--- config.mk ---
export PLATFORM = sky130hd
export DESIGN_NAME = fnd_scan_ctrl
export DESIGN_NICKNAME = d
export VERILOG_FILES = /design/src/rtl/fnd_pkg.sv /design/src/rtl/fnd_bin2bcd_seq.sv /design/src/rtl/fnd_scan_ctrl.sv
export SDC_FILE = /design/constraint.sdc
export NUM_CORES = 1
export LEC_CHECK = 0
export ABC_AREA = 1
export BUFFER_PORTS_ARGS = -buffer_cell sky130_fd_sc_hd__buf_2
export CAP_MARGIN = 10
export CORE_MARGIN = 2
export CORE_UTILIZATION = 50
export DETAILED_ROUTE_END_ITERATION = 10
export PLACE_DENSITY_LB_ADDON = 0.12
export SLEW_MARGIN = 20
export SYNTH_ARGS = -nofsm -noshare
export SYNTH_HDL_FRONTEND = slang
export SYNTH_HIERARCHICAL = 1
export SYNTH_SLANG_ARGS = --single-unit
export TNS_END_PERCENT = 5
--- constraint.sdc ---
create_clock -name PCLK -period 1.95 [get_ports PCLK]
set_input_delay 0.39 -clock PCLK [delete_from_list [all_inputs] [get_ports PCLK]]
set_output_delay 0.39 -clock PCLK [all_outputs]
set_load 0.02 [all_outputs]
--- src/rtl/fnd_pkg.sv ---
// Shared types and constants for the FND scan controller: conversion FSM states,
// BCD digit type and the common-anode segment table.
package fnd_pkg;

  typedef enum logic [1:0] {
    ST_IDLE   = 2'd0,
    ST_CONV   = 2'd1,
    ST_COMMIT = 2'd2
  } conv_state_t;

  typedef logic [3:0] bcd_digit_t;

  localparam int unsigned BIN_W      = 14;
  localparam int unsigned CONV_STEPS = 14;
  localparam logic [13:0] MAX_VALUE  = 14'd9999;

  // Low seven bits of the active-low common-anode patterns for digits 0..9.
  localparam logic [6:0] SEG_TABLE [10] = '{
    7'h40, 7'h79, 7'h24, 7'h30, 7'h19,
    7'h12, 7'h02, 7'h78, 7'h00, 7'h10
  };

  function automatic logic [6:0] seg_lookup(input bcd_digit_t d);
    logic [6:0] s;
    if (d <= 4'd9) begin
      s = SEG_TABLE[d];
    end else begin
      s = 7'h7F;
    end
    return s;
  endfunction

endpackage

--- src/rtl/fnd_bin2bcd_seq.sv ---
// Iterative shift-add-3 binary to BCD converter. The start edge performs the
// first iteration; done pulses once the last of CONV_STEPS iterations has landed.
module fnd_bin2bcd_seq
  import fnd_pkg::*;
(
  input  logic             clk,
  input  logic             rst,
  input  logic             start,
  input  logic [BIN_W-1:0] bin,
  output logic             done,
  output logic [15:0]      bcd
);

  logic [29:0] shift_r;
  logic [3:0]  steps_r;
  logic        done_r;

  function automatic logic [29:0] dabble_step(input logic [29:0] s);
    logic [29:0] t;
    t = s;
    for (int i = 0; i < 4; i++) begin
      if (t[14 + 4*i +: 4] >= 4'd5) begin
        t[14 + 4*i +: 4] = t[14 + 4*i +: 4] + 4'd3;
      end else begin
        t[14 + 4*i +: 4] = t[14 + 4*i +: 4];
      end
    end
    return {t[28:0], 1'b0};
  endfunction

  // Iteration engine: load plus first step on start, then one step per cycle.
  always_ff @(posedge clk) begin
    if (rst) begin
      shift_r <= 30'd0;
      steps_r <= 4'd0;
      done_r  <= 1'b0;
    end else if (start) begin
      shift_r <= dabble_step({16'd0, bin});
      steps_r <= 4'(CONV_STEPS - 1);
      done_r  <= 1'b0;
    end else if (steps_r != 4'd0) begin
      shift_r <= dabble_step(shift_r);
      steps_r <= steps_r - 4'd1;
      done_r  <= (steps_r == 4'd1);
    end else begin
      done_r  <= 1'b0;
    end
  end

  assign done = done_r;
  assign bcd  = shift_r[29:14];

endmodule

--- src/rtl/fnd_scan_ctrl.sv ---
// Four-digit seven-segment scan controller: buffered binary-to-BCD conversion
// with a one-deep pending slot, time-multiplexed commons, blanking and blink.
module fnd_scan_ctrl
  import fnd_pkg::*;
#(
  parameter int unsigned SCAN_DIV    = 100_000,
  parameter int unsigned BLANK_CYC   = 16,
  parameter int unsigned BLINK_SLOTS = 500
) (
  input  logic             PCLK,
  input  logic             PRESET,
  input  logic [BIN_W-1:0] value,
  input  logic             load,
  input  logic [3:0]       digit_en,
  input  logic [3:0]       dp,
  input  logic             lz_en,
  input  logic             blink_en,
  output logic [7:0]       fnd_data,
  output logic [3:0]       fnd_com,
  output logic             busy,
  output logic             sat
);

  localparam int unsigned SLOT_W  = (SCAN_DIV > 1) ? $clog2(SCAN_DIV) : 1;
  localparam int unsigned BLINK_W = (BLINK_SLOTS > 1) ? $clog2(BLINK_SLOTS) : 1;
  localparam logic [SLOT_W-1:0]  SLOT_LAST  = SLOT_W'(SCAN_DIV - 1);
  localparam logic [SLOT_W-1:0]  BLANK_END  = SLOT_W'(BLANK_CYC);
  localparam logic [BLINK_W-1:0] BLINK_LAST = BLINK_W'(BLINK_SLOTS - 1);

  conv_state_t          state_r, state_nxt;
  logic                 pend_valid_r;
  logic [BIN_W-1:0]     pend_val_r;
  logic                 conv_sat_r;
  bcd_digit_t [3:0]     digits_r;
  logic                 sat_r;
  logic                 busy_r;

  logic                 start_s;
  logic [BIN_W-1:0]     start_val_s;
  logic                 start_sat_s;
  logic [BIN_W-1:0]     conv_in_s;
  logic                 pend_wr_s;
  logic                 pend_clr_s;
  logic                 commit_s;
  logic                 conv_done_s;
  logic [15:0]          conv_bcd_s;

  logic [SLOT_W-1:0]    slot_cnt_r;
  logic [1:0]           idx_r;
  logic                 slot_wrap_s;
  logic [BLINK_W-1:0]   blink_cnt_r;
  logic                 phase_on_r;

  bcd_digit_t           cur_digit_s;
  logic                 lz_zero_s;
  logic                 blank_s;
  logic [3:0]           com_nxt_s;
  logic [7:0]           data_nxt_s;
  logic [3:0]           fnd_com_r;
  logic [7:0]           fnd_data_r;

  assign start_sat_s = (start_val_s > MAX_VALUE);
  assign conv_in_s   = start_sat_s ? MAX_VALUE : start_val_s;

  fnd_bin2bcd_seq u_bin2bcd (
    .clk   (PCLK),
    .rst   (PRESET),
    .start (start_s),
    .bin   (conv_in_s),
    .done  (conv_done_s),
    .bcd   (conv_bcd_s)
  );

  // Conversion FSM; a load arriving during COMMIT wins over an older pending value.
  always_comb begin
    state_nxt   = state_r;
    start_s     = 1'b0;
    start_val_s = value;
    pend_wr_s   = 1'b0;
    pend_clr_s  = 1'b0;
    commit_s    = 1'b0;
    case (state_r)
      ST_IDLE: begin
        if (load) begin
          start_s   = 1'b1;
          state_nxt = ST_CONV;
        end else begin
          state_nxt = ST_IDLE;
        end
      end
      ST_CONV: begin
        pend_wr_s = load;
        if (conv_done_s) begin
          state_nxt = ST_COMMIT;
        end else begin
          state_nxt = ST_CONV;
        end
      end
      ST_COMMIT: begin
        commit_s = 1'b1;
        if (load) begin
          start_s    = 1'b1;
          pend_clr_s = 1'b1;
          state_nxt  = ST_CONV;
        end else if (pend_valid_r) begin
          start_s     = 1'b1;
          start_val_s = pend_val_r;
          pend_clr_s  = 1'b1;
          state_nxt   = ST_CONV;
        end else begin
          state_nxt = ST_IDLE;
        end
      end
      default: begin
        state_nxt = ST_IDLE;
      end
    endcase
  end

  // Conversion state, pending slot and the atomically committed display value.
  always_ff @(posedge PCLK) begin
    if (PRESET) begin
      state_r      <= ST_IDLE;
      pend_valid_r <= 1'b0;
      pend_val_r   <= '0;
      conv_sat_r   <= 1'b0;
      digits_r     <= '0;
      sat_r        <= 1'b0;
      busy_r       <= 1'b0;
    end else begin
      state_r <= state_nxt;
      busy_r  <= (state_nxt != ST_IDLE);
      if (pend_clr_s) begin
        pend_valid_r <= 1'b0;
      end else if (pend_wr_s) begin
        pend_valid_r <= 1'b1;
        pend_val_r   <= value;
      end
      if (start_s) begin
        conv_sat_r <= start_sat_s;
      end
      if (commit_s) begin
        digits_r <= conv_bcd_s;
        sat_r    <= conv_sat_r;
      end
    end
  end

  assign slot_wrap_s = (slot_cnt_r == SLOT_LAST);

  // Slot timer and digit index.
  always_ff @(posedge PCLK) begin
    if (PRESET) begin
      slot_cnt_r <= '0;
      idx_r      <= 2'd0;
    end else if (slot_wrap_s) begin
      slot_cnt_r <= '0;
      idx_r      <= idx_r + 2'd1;
    end else begin
      slot_cnt_r <= slot_cnt_r + SLOT_W'(1);
    end
  end

  // Blink phase advances on slot wraps only while blinking is enabled.
  always_ff @(posedge PCLK) begin
    if (PRESET || !blink_en) begin
      blink_cnt_r <= '0;
      phase_on_r  <= 1'b1;
    end else if (slot_wrap_s) begin
      if (blink_cnt_r == BLINK_LAST) begin
        blink_cnt_r <= '0;
        phase_on_r  <= ~phase_on_r;
      end else begin
        blink_cnt_r <= blink_cnt_r + BLINK_W'(1);
      end
    end else begin
      blink_cnt_r <= blink_cnt_r;
    end
  end

  always_comb begin
    cur_digit_s = digits_r[idx_r];
    lz_zero_s   = 1'b0;
    case (idx_r)
      2'd1:    lz_zero_s = (digits_r[1] == 4'd0) && (digits_r[2] == 4'd0) && (digits_r[3] == 4'd0);
      2'd2:    lz_zero_s = (digits_r[2] == 4'd0) && (digits_r[3] == 4'd0);
      2'd3:    lz_zero_s = (digits_r[3] == 4'd0);
      default: lz_zero_s = 1'b0;
    endcase
    blank_s = (slot_cnt_r < BLANK_END) || !digit_en[idx_r] ||
              (lz_en && lz_zero_s) || (blink_en && !phase_on_r);
    if (blank_s) begin
      com_nxt_s  = 4'hF;
      data_nxt_s = 8'hFF;
    end else begin
      com_nxt_s  = ~(4'b0001 << idx_r);
      data_nxt_s = {~dp[idx_r], seg_lookup(cur_digit_s)};
    end
  end

  // Registered pad drivers.
  always_ff @(posedge PCLK) begin
    if (PRESET) begin
      fnd_com_r  <= 4'hF;
      fnd_data_r <= 8'hFF;
    end else begin
      fnd_com_r  <= com_nxt_s;
      fnd_data_r <= data_nxt_s;
    end
  end

  assign fnd_com  = fnd_com_r;
  assign fnd_data = fnd_data_r;
  assign busy     = busy_r;
  assign sat      = sat_r;

endmodule
==> results of run 1 <==
[cell families (layout without fill, tap and decap cells)]
family,after synthesis,after routing,share of synthesized area (%)
buf+inv,147,187,11.9
xor+xnor,8,8,1.20
compound gates,171,171,15.4
fa+ha+maj,21,21,4.49
flops,111,111,38.0
simple gates,383,385,29.0
[worst paths after layout]
check / startpoint / end / slack [ps] / depth (start not counted)
setup / recovery: pend_valid_r / u_bin2bcd/shift_r[12] / 160 / 16
hold / removal: value[8] / pend_val_r[8] / 310 / 3
setup reg to reg: pend_valid_r / u_bin2bcd/shift_r[12] / 160 / 16
hold reg to reg: u_bin2bcd/done / state_r[1] / 460 / 2
[final cells by class]
class | instances | area (µm²)
Sequential cell | 111 | 2220
Clock buffer | 9 | 225
Tap cell | 143 | 179
Timing Repair Buffer | 73 | 489
Fill cell | 1089 | 4820
Inverter | 98 | 375
Clock inverter | 7 | 101
Multi-Input combinational cell | 585 | 3000
[power by group]
part           switching, µW  internal, µW  total [µW]  leakage, µW
Clock                    878          1140        2020     0.000153
Sequential              87.1          2360        2450     0.000902
Combinational            439           255         694      0.00170
Total                   1400          3760        5160      0.00275
[registers in the layout, indices dropped and copies added, names as in the netlist]
name               count
blink_cnt_r            9
conv_sat_r             1
sat                    1
pend_val_r            14
phase_on_r             1
state_r                2
fnd_com                4
u_bin2bcd/shift_r     29
fnd_data               8
digits_r              16
u_bin2bcd/done         1
slot_cnt_r            17
u_bin2bcd/steps_r      4
busy                   1
idx_r                  2
pend_valid_r           1
[routing by layer]
metal	share of wire (%)	vias up	GRT usage, %
li1	-	2793	-
met1	50	2412	27.8
met2	45	110	32.4
met3	4.1	7	4.91
met4	0.79	0	4.80
met5	0	-	0
[worst max-delay path: stages (launching register included)]
cell,delay (ps)
dfxtp_2,350
inv_4,50
nor2_4,190
buf_12,150
nand3_2,80
nand2_1,70
nand2_1,50
nor2_1,80
nand2_1,70
nand2_2,90
nand2_4,90
inv_6,100
nor2_2,30
nand2_1,50
o21ai_0,60
o21ai_1,80
a21oi_1,70
[cells in the mapped netlist, drive strengths merged (5+ instances only)]
cell / instances / area share, %
o21ai: 77 / 6.6
o211ai: 5 / 0.64
nand3: 72 / 6.2
dfxtp: 111 / 38
a21oi: 78 / 6.7
buf: 34 / 4.6
nand4: 12 / 1.3
nand3b: 6 / 0.77
ha: 21 / 4.5
xor2: 5 / 0.75
clkbuf: 15 / 0.96
nor3: 12 / 1.0
inv: 98 / 6.3
nand2: 177 / 12
nor2: 98 / 7.3
[metrics by stage]
stage	total power, µW	setup TNS [ps]	area [µm²]	util (%)
after global placement	3150	0	6170	54.0
after floorplan	3080	0	5850	-
after global routing	5420	-134	6600	57.8
after detailed placement	3180	-201	6170	54.0
final	5160	0	6600	57.8
after CTS	5200	0	6500	56.9
[timing repair]
action                                 CTS  global route
pin swaps                                0             4
resized for setup                        1            18
gates cloned                             0             2
buffers inserted                         0             4
endpoints found under the hold margin    0             0
setup endpoints to repair                5            20
==> out/metrics.cfg, run 1 <==
[worst_setup_path]
setup.worst_path.start_class=flip-flop
cp.required_ps=2180
cp_max_fo=9
end_kind=flip-flop
worst_ep_arrival_time_ps=2020
criticalPathCategory=flip-flop to flip-flop

[global_route]
grt_start_max_net_pins=44
grt-ovfl-total=0
global_route.usage.total_pct=20.3
antenna_found_initial=0
grt_pass1_vias=4731
grt_pass1_wl_um=21400

[clock_network]
htree_levels=3
cts_buffers=9
cts.sinks=111
root_buffer=clkbuf_16
postCtsHoldBufs=0
cts_tree=yes
clk_pin_slew_ps=80
clock_latency_ps=360
clock_path_buffers=2

[flow_run]
drv_cap=0

[routing]
drt_wl_total_um=13000
drt.antenna.violating_nets=0
post-route-drc-count=0
wl_per_cell_um=12.7
vias_per_cell=5.19
drt_first_pass_iters=6
dr_total_vias=5322
drtIter0Drc=399

[sta]
worst_pin_slew_ps=534
min_period_ps=1790
setup_viol=0
maxSlewViolCount=0
relSlewSlack_pct=64.3
finalCritPeriodShare_pct=91.6
clock_skew_ps=9.16
rsz0062_at_grt=true
worst_slack_ps=163
whs_ps=314
timing.final.hold_violations=0
max_clock_freq_ghz=0.560

[synth]
ys_ff_latch=111
synth_cell_types=36
synth.net_count=889
synthCells=841
postSynthAreaPerCell_um2=6.96
yosysWarnings=6
synth-edff-count=0
synth_area_um2=5850
synth-async-reset-ratio_pct=0
ys_seq_area_share_pct=38.0
ys.flop_type=dfxtp_1

[floorplanning]
start_util_pct=51.3
design.die.area_um2=12600
die_h_um=112
row_count=39
ioPinCount=41
core-area_um2=11400
dieWidth_um=112

[run_status]
status=finished clean

[placed_design]
port_buffers=40
dp_slack_ps=-67.9
dp_cells=1004
gp_congestion=0.828
dp.final_hpwl_um=9160

[layout]
diodes=0
drive_gt1_share_pct=14.8
final_common_cell=nand2_1
final_cell_mix=nand2_1 (172), dfxtp_1 (109), inv_1 (93)
final_cells=1026
area_delta_synth_final_pct=12.7
finalNetCount=926

[min_path]
worst_hold_path_type=input pin to flip-flop

[power]
power.density_nw_per_um2=783
p_leak_uw=0.00275
ir_worst_vdd_mv=0.670

(Power assumes the default switching activity.)
==> run 2: changes to the inputs <==
--- a/config.mk
+++ b/config.mk
@@ -6,11 +6,10 @@
 export NUM_CORES = 1
 export LEC_CHECK = 0
 export ABC_AREA = 1
-export BUFFER_PORTS_ARGS = -buffer_cell sky130_fd_sc_hd__buf_2
-export CAP_MARGIN = 10
 export CORE_MARGIN = 2
 export CORE_UTILIZATION = 50
 export DETAILED_ROUTE_END_ITERATION = 10
+export DONT_BUFFER_PORTS = 1
 export PLACE_DENSITY_LB_ADDON = 0.12
 export SLEW_MARGIN = 20
 export SYNTH_ARGS = -nofsm -noshare
==> run 2 against run 1 <==
Compared with the run above: the run now ends with setup timing left; via count shrank 2.8%; critical path type unchanged; maximum frequency shrank 9.9%; clock skew shrank 4.1 ps; design area shrank 3.1%; largest cell class unchanged; first-iteration DRC count grew 5.5%.
==> out/metrics.cfg, run 2 (synthesis gave the netlist of run 1 again) <==
[worst_setup_path]
crit_start=pend_valid_r
reg2reg_to=u_bin2bcd/shift_r[5]
cp_top_family=simple AND/OR/NAND/NOR gates
crit_chain=inv_4 -> nor2_4 -> buf_12 -> nand2_8 -> nand2_2 -> nand2_2 -> nor2_1 -> nand2_1 -> nand2_1 -> nand2_2 -> nand2_4 -> inv_8 -> nor2_2 -> nand2_1 -> o21ai_0 -> o21ai_2 -> a21oi_2
cp_max_fo=8  ; -1
end_kind=flip-flop
r2r_slack_ps=-30  ; -200 ps
cp.depth=17  ; +1
rr_worst_depth=17  ; +1
endpoint=u_bin2bcd/shift_r[5]
criticalPathCategory=flip-flop to flip-flop
setup.worst_path.start_class=flip-flop
max_stage_delay_ps=350  ; about the same
worst_ep_arrival_time_ps=2270  ; +250 ps
crit_buf_inv=3  ; unchanged
worst_path_max_delay_cell=dfxtp_2
cp.required_ps=2240  ; +60 ps
r2r_start=pend_valid_r

[global_route]
grt_start_max_net_pins=41  ; -6.8%
grt_pass1_vias=4712  ; -0.40%
antenna_found_initial=0  ; unchanged
grt_pass1_wl_um=21600  ; +1.0%
global_route.usage.total_pct=20.5  ; +0.21 points
grt-ovfl-total=0  ; unchanged

[sta]
max_clock_freq_ghz=0.504  ; -9.9%
finalCritPeriodShare_pct=102  ; +10 points
worst_slack_ps=-33.6  ; -197 ps
worst_pin_slew_ps=525  ; -8.75 ps
relSlewSlack_pct=64.9  ; +0.58 points
maxSlewViolCount=0  ; unchanged
clock_skew_ps=5.05  ; -4.11 ps
rsz0062_at_grt=true
timing.final.hold_violations=0  ; unchanged
min_period_ps=1980  ; +197 ps
setup_viol=3  ; +3

[clock_network]
cts_tree=yes
clock_latency_ps=350  ; about the same
root_buffer=clkbuf_16
clock_path_buffers=2  ; unchanged
cts_buffers=9  ; unchanged
clk_pin_slew_ps=70  ; about the same
htree_levels=3  ; unchanged
postCtsHoldBufs=0  ; unchanged
cts.sinks=111  ; unchanged

[routing]
drtIter0Drc=421  ; +5.5%
drt.antenna.violating_nets=0  ; unchanged
vias_per_cell=5.25  ; +1.1%
drt_first_pass_iters=5  ; -1
post-route-drc-count=0  ; unchanged
wl_per_cell_um=12.9  ; +2.2%
dr_total_vias=5173  ; -2.8%
drt_wl_total_um=12800  ; -1.7%

[floorplanning]
start_util_pct=51.3  ; unchanged
row_count=39  ; unchanged
design.die.area_um2=12600  ; unchanged
dieWidth_um=112  ; unchanged
ioPinCount=41  ; unchanged
core-area_um2=11400  ; unchanged
die_h_um=112  ; unchanged

[placed_design]
gp_congestion=0.885  ; +6.9%
port_buffers=0  ; -100%
dp_slack_ps=24.6  ; +92.5 ps
dp_cells=959  ; -4.5%
dp.final_hpwl_um=8730  ; -4.7%
placed_area_um2=5900  ; -4.3%

[layout]
fillCellCount=1120  ; +2.8%
final_core_util_pct=56.0  ; -1.8 points
final_cells=986  ; -3.9%
final_cell_mix=nand2_1 (161), dfxtp_1 (110), inv_1 (94)
largest_register_ffs=29  ; unchanged
diodes=0  ; unchanged
top_regs=u_bin2bcd/shift_r x29, slot_cnt_r x17, digits_r x16
final_common_cell=nand2_1
area_delta_synth_final_pct=9.15
registers.top_by_ff_count=u_bin2bcd/shift_r
finalNetCount=886  ; -4.3%
drive_gt1_share_pct=11.7  ; -3.1 points
finalInstanceArea_um2=6390  ; -3.1%

[flow_run]
drv_cap=0  ; unchanged

[run_status]
violations=setup timing
status=finished, violations left

[power]
power.density_nw_per_um2=747  ; -4.6%
p_leak_uw=0.00260  ; -5.7%
p_total_uw=4770  ; -7.6%
ir_worst_vdd_mv=0.836  ; +25%

[min_path]
worst_hold_path_type=input pin to flip-flop

run 2: power breakdown:
group / internal [µW] / switching (µW) / leakage (µW)
Combinational: 244 / 411 / 0.00157
Clock: 862 / 801 / 0.000126
Sequential: 2370 / 88.8 / 0.000902
Total: 3470 / 1300 / 0.00260
run 2: routing by layer:
layer  track usage, %  vias up  share of wire [%]
met4             4.80        0                1.1
met3             6.48       12                5.1
met2             32.8      100                 45
met5                0        -                  0
li1                 -     2712                  -
met1             27.2     2349                 48
run 2: worst min path at each step:
stage                            from                    to  slack, ps  depth (start not counted)
after detailed placement  digits_r[3]           digits_r[3]        440                          2
after global routing           PRESET  u_bin2bcd/shift_r[5]         80                          1
final                          PRESET  u_bin2bcd/steps_r[0]        100                          1
after CTS                      PRESET  u_bin2bcd/shift_r[5]         80                          1
after global placement    digits_r[3]           digits_r[3]        440                          2
after floorplan           digits_r[3]           digits_r[3]        420                          2
run 2: per-stage QoR:
stage,TNS (ps),hold WS (ps)
final,-53.1,98.3
after global placement,0,439
after floorplan,0,424
after CTS,0,75.9
after global routing,-2040,78.0
after detailed placement,0,443
run 2: what timing repair did:
action | in CTS | in global routing
endpoints found under the setup margin | 0 | 31
hold endpoints to repair | 0 | 0
gates resized for setup | 0 | 39
setup buffers | 0 | 11
run 2: area by class of cell:
| type | instances | area (µm²) | share of cell area [%] |
|---|---|---|---|
| clock buffers | 12 | 236 | 3.70 |
| clock inverters | 4 | 22.5 | 0.353 |
| inverters | 98 | 378 | 5.91 |
| multi-input cells | 584 | 3050 | 47.7 |
| flip-flops and latches | 111 | 2220 | 34.8 |
| well taps | 143 | 179 | 2.80 |
| repair buffers | 34 | 302 | 4.72 |
